<file path="config.mk">
export PLATFORM = sky130hd
export DESIGN_NAME = jtframe_ram_upload
export DESIGN_NICKNAME = d
export VERILOG_FILES = /design/src/rtl/jtframe_ram_upload.sv
export SDC_FILE = /design/constraint.sdc
export NUM_CORES = 1
export LEC_CHECK = 0
export ABC_AREA = 1
export ABC_CLOCK_PERIOD_IN_PS = 2350
export BUFFER_PORTS_ARGS = -buffer_cell sky130_fd_sc_hd__buf_2
export CAP_MARGIN = 30
export CELL_PAD_IN_SITES_DETAIL_PLACEMENT = 0
export CELL_PAD_IN_SITES_GLOBAL_PLACEMENT = 2
export CORE_MARGIN = 8
export CORE_UTILIZATION = 29
export CTS_BUF_LIST = sky130_fd_sc_hd__clkbuf_16
export DETAILED_ROUTE_END_ITERATION = 7
export GPL_ROUTABILITY_DRIVEN = 0
export PLACE_DENSITY_LB_ADDON = 0.1
export SLEW_MARGIN = 40
export SYNTH_ARGS = -nofsm -noshare
export SYNTH_HDL_FRONTEND = slang
export SYNTH_SLANG_ARGS = --single-unit
</file>
<file path="constraint.sdc">
create_clock -name clk_rom -period 2.35 [get_ports clk_rom]
set_input_delay 0.1175 -clock clk_rom [delete_from_list [all_inputs] [get_ports clk_rom]]
set_output_delay 0.1175 -clock clk_rom [all_outputs]
set_load 0.01 [all_outputs]
</file>
<file path="src/rtl/jtframe_ram_upload.sv">
// jtframe_ram_upload
// Reads an SDRAM region word by word over the prog_* port and serves it byte-wise
// to the SPI io controller while it uploads RAM to SD (ioctl_ram=1).
// Ports:
//   clk_rom, rst               clock, asynchronous active-high reset
//   ioctl_ram                  upload session active (level)
//   ioctl_addr, ioctl_rd       requested byte address, byte-consumed strobe
//   ioctl_data2sd              byte served for ioctl_addr (8'hFF outside region/session)
//   up_busy, up_ovr            current word not ready / sticky consumer overrun
//   prog_addr, prog_ba,        SDRAM read request port (request held until prog_ack)
//   prog_rd, prog_ack,
//   prog_rdy, sdram_dout       SDRAM read data return
module jtframe_ram_upload #(
  parameter int unsigned        SDRAMW = 23,
  parameter logic [SDRAMW-1:0]  UPBASE = '0,
  parameter logic [1:0]         UPBA   = 2'd0,
  parameter logic [31:0]        UPSIZE = 32'h2000,
  parameter logic               SWAB   = 1'b0
)(
  input  logic              clk_rom,
  input  logic              rst,
  input  logic              ioctl_ram,
  input  logic [24:0]       ioctl_addr,
  input  logic              ioctl_rd,
  output logic [7:0]        ioctl_data2sd,
  output logic              up_busy,
  output logic              up_ovr,
  output logic [SDRAMW-1:0] prog_addr,
  output logic [1:0]        prog_ba,
  output logic              prog_rd,
  input  logic              prog_ack,
  input  logic              prog_rdy,
  input  logic [15:0]       sdram_dout
);

  localparam int unsigned CW = 64;

  typedef enum logic [1:0] {IDLE = 2'd0, REQ = 2'd1, WAIT = 2'd2} state_t;

  state_t             state_q, state_nx;
  logic               ram_l, discard, discard_nx;
  logic [SDRAMW-1:0]  fptr, fptr_nx;
  logic [15:0]        cur_q, nxt_q, cur_nx, nxt_nx;
  logic               cur_v, nxt_v, cur_v_nx, nxt_v_nx;
  logic               prog_rd_nx, up_ovr_nx, up_busy_nx;
  logic [SDRAMW-1:0]  prog_addr_nx;
  logic [7:0]         data_nx;
  logic               start, in_range, busy_c, shift, ovr_set, got, store, more, room;

  // Session/consumer event decode
  always_comb begin
    start    = ioctl_ram & ~ram_l;
    in_range = {7'd0, ioctl_addr} < UPSIZE;
    busy_c   = ioctl_ram & ~cur_v & in_range;
    shift    = ioctl_ram & ioctl_rd & ~busy_c & ioctl_addr[0];
    ovr_set  = ioctl_ram & ioctl_rd & busy_c;
    got      = (state_q == WAIT) & prog_rdy;
    // data returned for a request issued before the current session is dropped
    store    = got & ioctl_ram & ~discard & ~start;
    more     = {{(CW-1-SDRAMW){1'b0}}, fptr, 1'b0} < CW'(UPSIZE);
    room     = ~cur_v | ~nxt_v;
  end

  // State register
  always_ff @(posedge clk_rom or posedge rst) begin
    if (rst) state_q <= IDLE;
    else     state_q <= state_nx;
  end

  // Next-state logic
  always_comb begin
    state_nx = state_q;
    case (state_q)
      IDLE:    if (ioctl_ram && (start || (room && more))) state_nx = REQ;
      REQ:     if (prog_ack) state_nx = WAIT;
      WAIT:    if (prog_rdy) state_nx = IDLE;
      default: state_nx = IDLE;
    endcase
  end

  // FSM outputs; the address is captured on entry to REQ and held there
  always_comb begin
    prog_rd_nx   = 1'b0;
    prog_addr_nx = prog_addr;
    if (state_nx == REQ) begin
      prog_rd_nx = 1'b1;
      if (state_q != REQ)
        prog_addr_nx = UPBASE + (start ? {SDRAMW{1'b0}} : fptr);
    end
  end

  // Two-word buffer: a shift frees NXT first, so a coincident return lands in the free slot
  always_comb begin
    cur_nx   = cur_q;
    nxt_nx   = nxt_q;
    cur_v_nx = cur_v;
    nxt_v_nx = nxt_v;
    if (!ioctl_ram || start) begin
      cur_v_nx = 1'b0;
      nxt_v_nx = 1'b0;
    end else begin
      if (shift) begin
        cur_nx   = nxt_q;
        cur_v_nx = nxt_v;
        nxt_v_nx = 1'b0;
      end
      if (store) begin
        if (!cur_v_nx) begin
          cur_nx   = sdram_dout;
          cur_v_nx = 1'b1;
        end else begin
          nxt_nx   = sdram_dout;
          nxt_v_nx = 1'b1;
        end
      end
    end
    fptr_nx = start ? {SDRAMW{1'b0}} : (store ? fptr + SDRAMW'(1) : fptr);
    up_ovr_nx = start ? 1'b0 : (up_ovr | ovr_set);
    if (state_q == IDLE || got) discard_nx = 1'b0;
    else                        discard_nx = discard | ~ioctl_ram | start;
    up_busy_nx = ioctl_ram & ~cur_v_nx & in_range;
    if (!ioctl_ram || !in_range) data_nx = 8'hFF;
    else if (ioctl_addr[0] ^ SWAB) data_nx = cur_q[15:8];
    else                           data_nx = cur_q[7:0];
  end

  // Datapath and output registers
  always_ff @(posedge clk_rom or posedge rst) begin
    if (rst) begin
      ram_l         <= 1'b0;
      discard       <= 1'b0;
      fptr          <= '0;
      cur_q         <= '0;
      nxt_q         <= '0;
      cur_v         <= 1'b0;
      nxt_v         <= 1'b0;
      prog_rd       <= 1'b0;
      prog_addr     <= '0;
      prog_ba       <= 2'd0;
      up_ovr        <= 1'b0;
      up_busy       <= 1'b0;
      ioctl_data2sd <= 8'hFF;
    end else begin
      ram_l         <= ioctl_ram;
      discard       <= discard_nx;
      fptr          <= fptr_nx;
      cur_q         <= cur_nx;
      nxt_q         <= nxt_nx;
      cur_v         <= cur_v_nx;
      nxt_v         <= nxt_v_nx;
      prog_rd       <= prog_rd_nx;
      prog_addr     <= prog_addr_nx;
      prog_ba       <= UPBA;
      up_ovr        <= up_ovr_nx;
      up_busy       <= up_busy_nx;
      ioctl_data2sd <= data_nx;
    end
  end

endmodule

</file>
; Yosys cells after proc, flatten, opt, wreduce, memory -nomap -nowiden
; Index checks and enable logic that the tools add are counted.
[word_totals]
reg_bits = 95
inputBits = 47
out_inout_bits = 36
word_cells = 81
[classes]
add_sub_neg = 1
magnitude_cmp = 2
n_eq_ne = 4
muxes = 23
bitwise_logic = 26
n_reduce_logical = 12
[ops]
columns = op, n
row1 = $mux 23, 3
row2 = $mux 16, 3
row3 = $lt 25x14->1 const B, 1
row4 = $lt 24x14->1 const B, 1
row5 = $add 23x1->23 const B, 1
row6 = $mux 8, 2
row7 = $and 1x1->1, 13
row8 = $mux 1, 11
row9 = $not 1->1, 9
row10 = $mux 2, 3
row11 = $pmux 2 s3, 1
row12 = $eq 2x1->1 const B, 2
row13 = $logic_or 1x1->1, 4
row14 = $or 1x1->1, 4
row15 = $reduce_and 3->1, 1
row16 = $eq 2x2->1 const B, 1
row17 = $logic_and 1x1->1, 2
row18 = $logic_not 1->1, 2
row19 = $logic_not 2->1, 1
row20 = $ne 2x1->1 const B, 1
row21 = $reduce_and 2->1, 1
row22 = $reduce_bool 2->1, 1

; Depth between registers and ports, before layout
; Gate-level depths: netlist of run 1.
[logic_depth]
depth_word = 13
depth_mapped = 11
depth_no_buf = 10

; Worst setup path after synthesis of run 1
; No wires, ideal clock.
[synth_path]
kind = register -> register
startpoint = register fptr[0]
endpoint = register fptr[16]
setup_time_ns = 0.120
arrival_time_ns = 1.469
required_time_ns = 2.230
slack_ns = 0.761
stages_incl_launch_ff = 10
n_path_buf = 0
period_less_slack_ns = 1.589
cell_sequence = dfrtp_1 ha_1 nand2_1 nor2_2 nand3_1 nor2_2 nand2_1 nor2_4 nand3_1 and3_1
[synth_via]
elab_chain_len = 3
[synth_lines]
columns = item, line_no
row1 = start: declaration, 42  ; logic [SDRAMW-1:0] fptr, fptr_nx;
row2 = start signal: assignment, 146  ; fptr <= fptr_nx;
row3 = $add 23x1->23, 117  ; fptr_nx = start ? {SDRAMW{1'b0}} : (store ? fptr + SDRAMW'(1) : fptr);
row4 = $mux 23 (2 in series), 117
; Every way passes these cells. The select of a mux whose other input is x is not followed.
; A chain may end at the register's enable or synchronous reset.

; Worst setup path after layout of run 1
; Ends and elaborated chain as after synthesis.

==> results of run 1 <==
-- stage by stage --
stage	total power [W]	instances	utilization	setup slack, ns	cell area (sq um)
after global routing	0.00430	919	0.350	0.431	5790
after floorplan	0.00238	625	-	0.761	4900
after global placement	0.00258	900	0.331	0.604	5460
final	0.00405	919	0.350	0.599	5790
after detailed placement	0.00260	900	0.331	0.605	5460
after CTS	0.00413	919	0.350	0.586	5790
-- layout make-up --
| type | instances | area [sq um] |
|---|---|---|
| Timing Repair Buffer | 84 | 480 |
| Inverter | 87 | 330 |
| Clock buffer | 9 | 225 |
| Clock inverter | 7 | 71.3 |
| Multi-Input combinational cell | 417 | 2020 |
| Sequential cell | 95 | 2390 |
| Fill cell | 1816 | 10700 |
| Tap cell | 220 | 275 |
-- state kept, by name, summed over array words and instances, names as in the netlist, 2 cells and up --
signal and cells:
fptr 23, prog_addr 23, cur_q 16, nxt_q 16, ioctl_data2sd 8, state_q 2
-- layer usage --
layer / up-vias / global-route usage / wire (um)
li1: 2141 / - / -
met1: 1920 / 0.191 / 7290
met2: 97 / 0.193 / 5550
met3: 9 / 0.0342 / 852
met4: 0 / 0.0390 / 127
met5: - / 0 / 0
-- power by group through the flow --
stage | sequential, W | clock [W] | combinational, W
floorplan | 0.00189 | 0 | 0.000491
detailed placement | 0.00191 | 0 | 0.000686
global route | 0.00190 | 0.00160 | 0.000796
CTS | 0.00188 | 0.00155 | 0.000693
global placement | 0.00191 | 0 | 0.000677
finish | 0.00188 | 0.00149 | 0.000682
-- cells by family after synthesis --
group | synth area share
AOI/OAI and AO/OA | 0.0763
adders and majority gates | 0.00256
buffers and inverters | 0.0996
DFF | 0.488
other | 0.000767
and+or+nand+nor | 0.332
-- cell usage after synthesis --
cell type | count | share of area
nand2_1 | 189 | 0.15
nand3_4 | 3 | 0.011
nand2_4 | 1 | 0.0023
a211oi_1 | 1 | 0.0015
o211ai_1 | 8 | 0.012
or2_2 | 1 | 0.0013
nor2_1 | 41 | 0.031
o21ai_0 | 31 | 0.032
inv_1 | 83 | 0.064
o21a_1 | 1 | 0.0015
nand3_2 | 1 | 0.0020
buf_6 | 4 | 0.0092
and3_1 | 3 | 0.0038
clkinv_1 | 1 | 0.00077
ha_1 | 1 | 0.0026
nor3_2 | 1 | 0.0020
buf_4 | 6 | 0.0092
o21ai_1 | 16 | 0.016
nor2_4 | 4 | 0.0092
buf_1 | 1 | 0.00077
nand3b_1 | 16 | 0.025
nor2_8 | 1 | 0.0041
nor4_1 | 1 | 0.0013
o22ai_1 | 2 | 0.0026
a21oi_1 | 10 | 0.010
nand3_1 | 38 | 0.039
buf_2 | 8 | 0.0082
inv_2 | 3 | 0.0023
dfrtp_1 | 87 | 0.45
clkbuf_1 | 7 | 0.0054
conb_1 | 1 | 0.00077
nand2_2 | 4 | 0.0051
and2_1 | 2 | 0.0026
nand4_1 | 27 | 0.035
nor2_2 | 4 | 0.0051
nor3_1 | 8 | 0.0082
dfstp_2 | 8 | 0.043
-- cells in the final DEF (no fill, tap or decap), types with 10 or more instances in the layout --
cell type  synthesis  layout
nand2_1          189     189
dfrtp_1           87      87
inv_1             83      81
buf_2              8      68
nor2_1            41      41
nand3_1           38      38
o21ai_0           31      31
nand4_1           27      27
o21ai_1           16      16
nand3b_1          16      16
buf_4              6      12
a21oi_1           10      10
-- how the worst max path moves through the flow --
stage             from       end  slack (ns)
6_report       fptr[0]  fptr[16]        0.60
3_3_place_gp   fptr[0]  fptr[16]        0.60
2_1_floorplan  fptr[0]  fptr[16]        0.76
3_5_place_dp   fptr[0]  fptr[16]        0.61
4_1_cts        fptr[0]  fptr[16]        0.59
5_1_grt        fptr[0]  fptr[15]        0.43
-- worst reg2reg max path: stages (launching register included) --
cell and delay (ns):
dfrtp_1 0.52, ha_1 0.22, nand2_1 0.08, nor2_2 0.11, nand3_1 0.12, nor2_2 0.13
nand2_1 0.10, nor2_4 0.12, nand3_1 0.07, and3_1 0.17
==> qor.csv, run 1 <==
metric;value;unit
Worst-Skew Late Latency;0.35;ns
initial antenna violation count;0;
routed len/inst;15.0;um
1st-iter DRT viols;270;
crit path max-delay cell type;dfrtp_1;
Achievable Freq;571;MHz
Initial Util;0.296;
kind of critical path;flip-flop to flip-flop;
CTS root buf;clkbuf_16;
Die W;146;um
vias;4167;
IO Port Bufs;68;
WP depth;9;
H-tree depth;3;
Sw Pwr;0.00129;W
worst hold path type;input pin to flip-flop;
clock share of power;0.367;
DRT Pass-1 Iters;4;
largest net degree at the start of global routing;96;
via/cell ratio;4.53;
Layout area overhead;18.4;%
Total Routed Length;13.8;mm
status;complete, no violations;
Net Sw Frac;0.318;
CP required;2.59;ns
relative slew slack;0.563;
clock buffer depth;2;
flops & latches, synth;95;
Post-Synthesis Cell Area;4890;sq um
ANT nets after route;0;
hold path start;sdram_dout[0];
Logic pwr share;0.168;
DRC viols;0;
Setup-failing EPs final;0;
r2r setup slk;0.60;ns
first-pass GRT wire length;22.9;mm
max-cap violations;0;
WP buf/inv;0;
# Post-CTS Setup Buffers;0;
WHS;0.0328;ns
Core Area;16500;sq um
Fin Clk Skew;0.00766;ns
clk sinks;95;
RSZ-0062 raised after global routing;false;
Final #Nets;742;
Final period util;0.745;
Die Y;146;um
HPWL Detailed;9.70;mm
Worst Hold Path Cells;3;
sequential area share after synthesis;0.488;
Worst EP arrival;1.99;ns
Synth Area per Inst;7.83;sq um
row count;47;
global route overflow;0;
P per Cell Area;700;nW/um^2
FF-to-FF path depth;9;
startpoint class of the critical path;flip-flop;
Worst R2R End;fptr[16];
CTS clock-pin slew for the worst setup and hold paths;0.07;ns
critical register-to-register path startpoint;fptr[0];
vias in the first global route;4182;
# resized after CTS;0;
Final Hold Violating Endpoints;0;
Max stage delay on crit path;0.52;ns
# IOs;83;
Yosys cell types;37;
GRT Overall Usage;0.133;
sequence of cells on the critical path;ha_1 > nand2_1 > nor2_2 > nand3_1 > nor2_2 > nand2_1 > nor2_4 > nand3_1 > and3_1;
full die area;21300;sq um
LEAKAGE;2.91;nW
critical path's top delay family;simple AND/OR/NAND/NOR gates;
ANT cells;0;
warnings from Yosys;0;
sequential fraction of design power;0.464;
ratio of cells with drive above 1 in the final layout;0.186;
VDD IR-drop max;0.323;mV
internal power;0.00277;W
Tmin final;1.75;ns
CTS tree;built;
Hold Path Sink;nxt_q[0];
CTS hold repair buffers;3;
Syn Inst Count;624;
post-route setup TNS;0;ns
crit path capture type;flip-flop;
Slew Limit Fails;0;
total CTS buffers;9;
Crit Path Max Fanout;7;
Worst-Margin Slew;0.651;ns
No activity file was read; power rests on OpenSTA's default activity.
==> run 2: changes to the inputs <==
--- a/config.mk
+++ b/config.mk
@@ -5,14 +5,14 @@
 export SDC_FILE = /design/constraint.sdc
 export NUM_CORES = 1
 export LEC_CHECK = 0
-export ABC_AREA = 1
-export ABC_CLOCK_PERIOD_IN_PS = 2350
+export ABC_AREA = 0
+export ABC_CLOCK_PERIOD_IN_PS = 1500
 export BUFFER_PORTS_ARGS = -buffer_cell sky130_fd_sc_hd__buf_2
 export CAP_MARGIN = 30
 export CELL_PAD_IN_SITES_DETAIL_PLACEMENT = 0
 export CELL_PAD_IN_SITES_GLOBAL_PLACEMENT = 2
 export CORE_MARGIN = 8
-export CORE_UTILIZATION = 29
+export CORE_UTILIZATION = 32
 export CTS_BUF_LIST = sky130_fd_sc_hd__clkbuf_16
 export DETAILED_ROUTE_END_ITERATION = 7
 export GPL_ROUTABILITY_DRIVEN = 0
==> constraint.sdc (replaced) <==
create_clock -name clk_rom -period 1.5 [get_ports clk_rom]
set_input_delay 0.075 -clock clk_rom [delete_from_list [all_inputs] [get_ports clk_rom]]
set_output_delay 0.075 -clock clk_rom [all_outputs]
set_load 0.01 [all_outputs]
==> run 2 against run 1 <==
Against the previous run:
- the flow now finishes with violations (setup timing)
- cell count fell by 18%
- global-route usage is 0.58 points higher
- largest cell class unchanged
- core utilization is 12 points higher
- critical path depth decreased by 4
- highest routed layer unchanged
- via count decreased by 13%
- clock power is 43% higher
- clock skew is 0.0020 ns lower
==> qor.csv, run 2 <==
metric;value;unit;change
Worst EP arrival;2.16;ns;+0.17 ns
relative slew slack;0.637;;+0.0734
P per Cell Area;1020;nW/um^2;+46%
max-cap violations;0;;unchanged
row count;42;;-11%
EDFF count, synth;0;;unchanged
Top FF cell, synth;dfrtp_1;;
flops & latches, synth;95;;unchanged
GRT Overall Usage;0.139;;+0.00578
ratio of cells with drive above 1 in the final layout;0.384;;+0.198
ANT cells;0;;unchanged
most common cell after layout, fill and taps aside;dfrtp_1;;
# IOs;83;;unchanged
IO Port Bufs;68;;unchanged
top cell type's share of synthesized area;0.497;;+0.0521
Hold Path Sink;nxt_q[11];;
Fin Clk Skew;0.00567;ns;-0.00199 ns
status;complete, but fails checks;;
Final Cell Area;6300;sq um;+8.9%
post-route setup TNS;-19.74;ns;-19.74 ns
Total Routed Length;11.7;mm;-15%
Worst R2R End;prog_addr[4];;
first-pass GRT wire length;19.9;mm;-13%
synth cell count leaders;dfrtp_1 (87), inv_1 (64), nand2_1 (34), mux2i_1 (30);;
Crit Path Max Fanout;4;;-3
Die W;133;um;-8.8%
Final #Nets;624;;-16%
most frequent cells in the layout;dfrtp_1 (86), buf_4 (73), buf_2 (68), inv_1 (66), nand2_1 (34);;
vias in the first global route;3933;;-6.0%
hold path start;sdram_dout[11];;
1st-iter DRT viols;201;;-26%
kind of critical path;flip-flop to flip-flop;;
DP Cell Count;706;;-22%
critical register-to-register path startpoint;fptr[13];;
crit path capture type;flip-flop;;
sequential area share after synthesis;0.545;;+0.0571
Synth Area per Inst;10.6;sq um;+36%
routed len/inst;15.5;um;+2.8%
total CTS buffers;9;;unchanged
clk sinks;95;;unchanged
WHS;0.0111;ns;-0.0217 ns
CTS root buf;clkbuf_16;;
global routing usage on met1;0.178;;-0.0129
Non-Filler Instances;757;;-18%
Net Sw Frac;0.273;;-0.0445
Worst-Margin Slew;0.545;ns;-0.106 ns
Worst-Skew Late Latency;0.34;ns;about the same
grt met2 use;0.221;;+0.0283
CTS clock-pin slew for the worst setup and hold paths;0.07;ns;about the same
met3 Track Usage GR;0.0303;;-0.00392
clock share of power;0.330;;-0.037
Logic pwr share;0.221;;+0.053
PnR Total Power;0.00645;W;+59%
fraction of registers with async set or reset after synthesis;1.00;;unchanged
violated checks;setup timing;;
internal power;0.00469;W;+70%
Setup-failing EPs final;76;;+76
VDD IR-drop max;0.703;mV;+120%
CP required;1.73;ns;-0.86 ns
startpoint class of the critical path;flip-flop;;
global route overflow;0;;unchanged
Slew Limit Fails;0;;unchanged
Die Y;133;um;-8.8%
Initial Util;0.329;;+0.0334
DRC viols;0;;unchanged
FF-to-FF path depth;5;;-4
ranking of synthesized cells by area;dfrtp_1 (50%), mux2i_1 (6.9%), inv_1 (5.5%), dfstp_2 (4.8%), a222oi_1 (3.7%);;
most common cell in the netlist;dfrtp_1;;
r2r setup slk;-0.43;ns;-1.03 ns
Yosys top cell by area;dfrtp_1;;
ANT nets after route;0;;unchanged
Syn Inst Count;411;;-34%
DP Area;5440;sq um;-0.32%
clock buffer depth;2;;unchanged
full die area;17700;sq um;-17%
Layout area overhead;44.0;%;
Achievable Freq;518;MHz;-9.3%
RSZ-0062 raised after global routing;true;;
LEAKAGE;3.08;nW;+6.0%
vias;3623;;-13%
CTS tree;built;;
crit path max-delay cell type;dfrtp_1;;
Core Area;13300;sq um;-20%
H-tree depth;3;;unchanged
initial antenna violation count;0;;unchanged
Final period util;1.29;;+0.542
largest net degree at the start of global routing;96;;unchanged
Largest regs;fptr (23), prog_addr (23);;
setup ws final;-0.431;ns;-1.03 ns
via/cell ratio;4.79;;+5.6%
Tmin final;1.93;ns;+0.180 ns
Final Hold Violating Endpoints;0;;unchanged
Worst Hold Path Cells;3;;unchanged
HPWL Detailed;7.61;mm;-22%
DRT Pass-1 Iters;6;;+2
Yosys cell types;50;;+35%
Sw Pwr;0.00176;W;+37%
worst hold path type;input pin to flip-flop;;
sequence of cells on the critical path;nor4_4 > nand4_1 > a2111oi_4 > buf_4 > mux2_4;;
Post-Synthesis Cell Area;4380;sq um;-10%
Max stage delay on crit path;0.42;ns;-0.10 ns
warnings from Yosys;0;;unchanged
sequential fraction of design power;0.449;;-0.015
GR peak layer;met2;;
run 2: power groups by stage:
stage               Sequential (W)  Combinational [W]  Clock (W)
finish                     0.00289            0.00143    0.00213
global route               0.00293            0.00157    0.00229
CTS                        0.00290            0.00138    0.00221
detailed placement         0.00295            0.00119          0
global placement           0.00294            0.00118          0
floorplan                  0.00296           0.000671          0
run 2: kinds of logic (layout without fill, tap and decap cells):
| group | Yosys count | in the layout | share of synthesized area |
|---|---|---|---|
| adders and majority gates | 1 | 1 | 0.00286 |
| and+or+nand+nor | 116 | 117 | 0.154 |
| xor gates and xnor gates | 2 | 2 | 0.00400 |
| AOI/OAI and AO/OA | 75 | 75 | 0.130 |
| DFF | 95 | 95 | 0.545 |
| other | 1 | 2 | 0.000857 |
| buffers and inverters | 90 | 258 | 0.0926 |
| muxes | 31 | 31 | 0.0712 |
run 2: layer usage:
metal  vias to the layer above  wire length (um)
met5                         -                 0
met4                         0               206
met3                        13               416
met2                        71              5540
met1                      1766              5540
li1                       1773                 -
run 2: timing repair:
action	4_1_cts	5_1_grt
gates resized for setup	35	22
buffers inserted	9	7
pin swaps	19	10
cloned	3	0
endpoints found under the hold margin	105	0
setup endpoints to repair	76	79
hold buffers	16	0
run 2: worst max path at each step:
stage               startpoint      endpoint  slack, ns  cells after the start
floorplan             fptr[16]  prog_addr[0]      -0.26                      5
global placement      fptr[14]  prog_addr[4]      -0.57                      5
global route          fptr[13]  prog_addr[0]      -0.54                      6
detailed placement    fptr[14]  prog_addr[4]      -0.61                      5
finish                fptr[13]  prog_addr[4]      -0.43                      5
CTS                   fptr[13]  prog_addr[4]      -0.46                      5
run 2: cell type report:
class / instances / area [sq um]
clock buffers: 9 / 225
inverters: 65 / 248
multi-input cells: 228 / 1810
flip-flops and latches: 95 / 2390
well taps: 176 / 220
clock inverters: 7 / 41.3
fillers: 1258 / 6990
repair buffers: 177 / 1370
run 2: stage by stage:
step                setup slack (ns)   util
CTS                           -0.460  0.462
global route                  -0.543  0.474
floorplan                     -0.256      -
finish                        -0.431  0.474
detailed placement            -0.608  0.409
global placement              -0.572  0.409
run 2: critical path, delay by kind of cell, from the launching register on:
| family | cells | cell delay, ns |
|---|---|---|
| DFF | 1 | 0.42 |
| and+or+nand+nor | 2 | 0.50 |
| AOI/OAI and AO/OA | 1 | 0.38 |
| muxes | 1 | 0.30 |
| buffers and inverters | 1 | 0.22 |
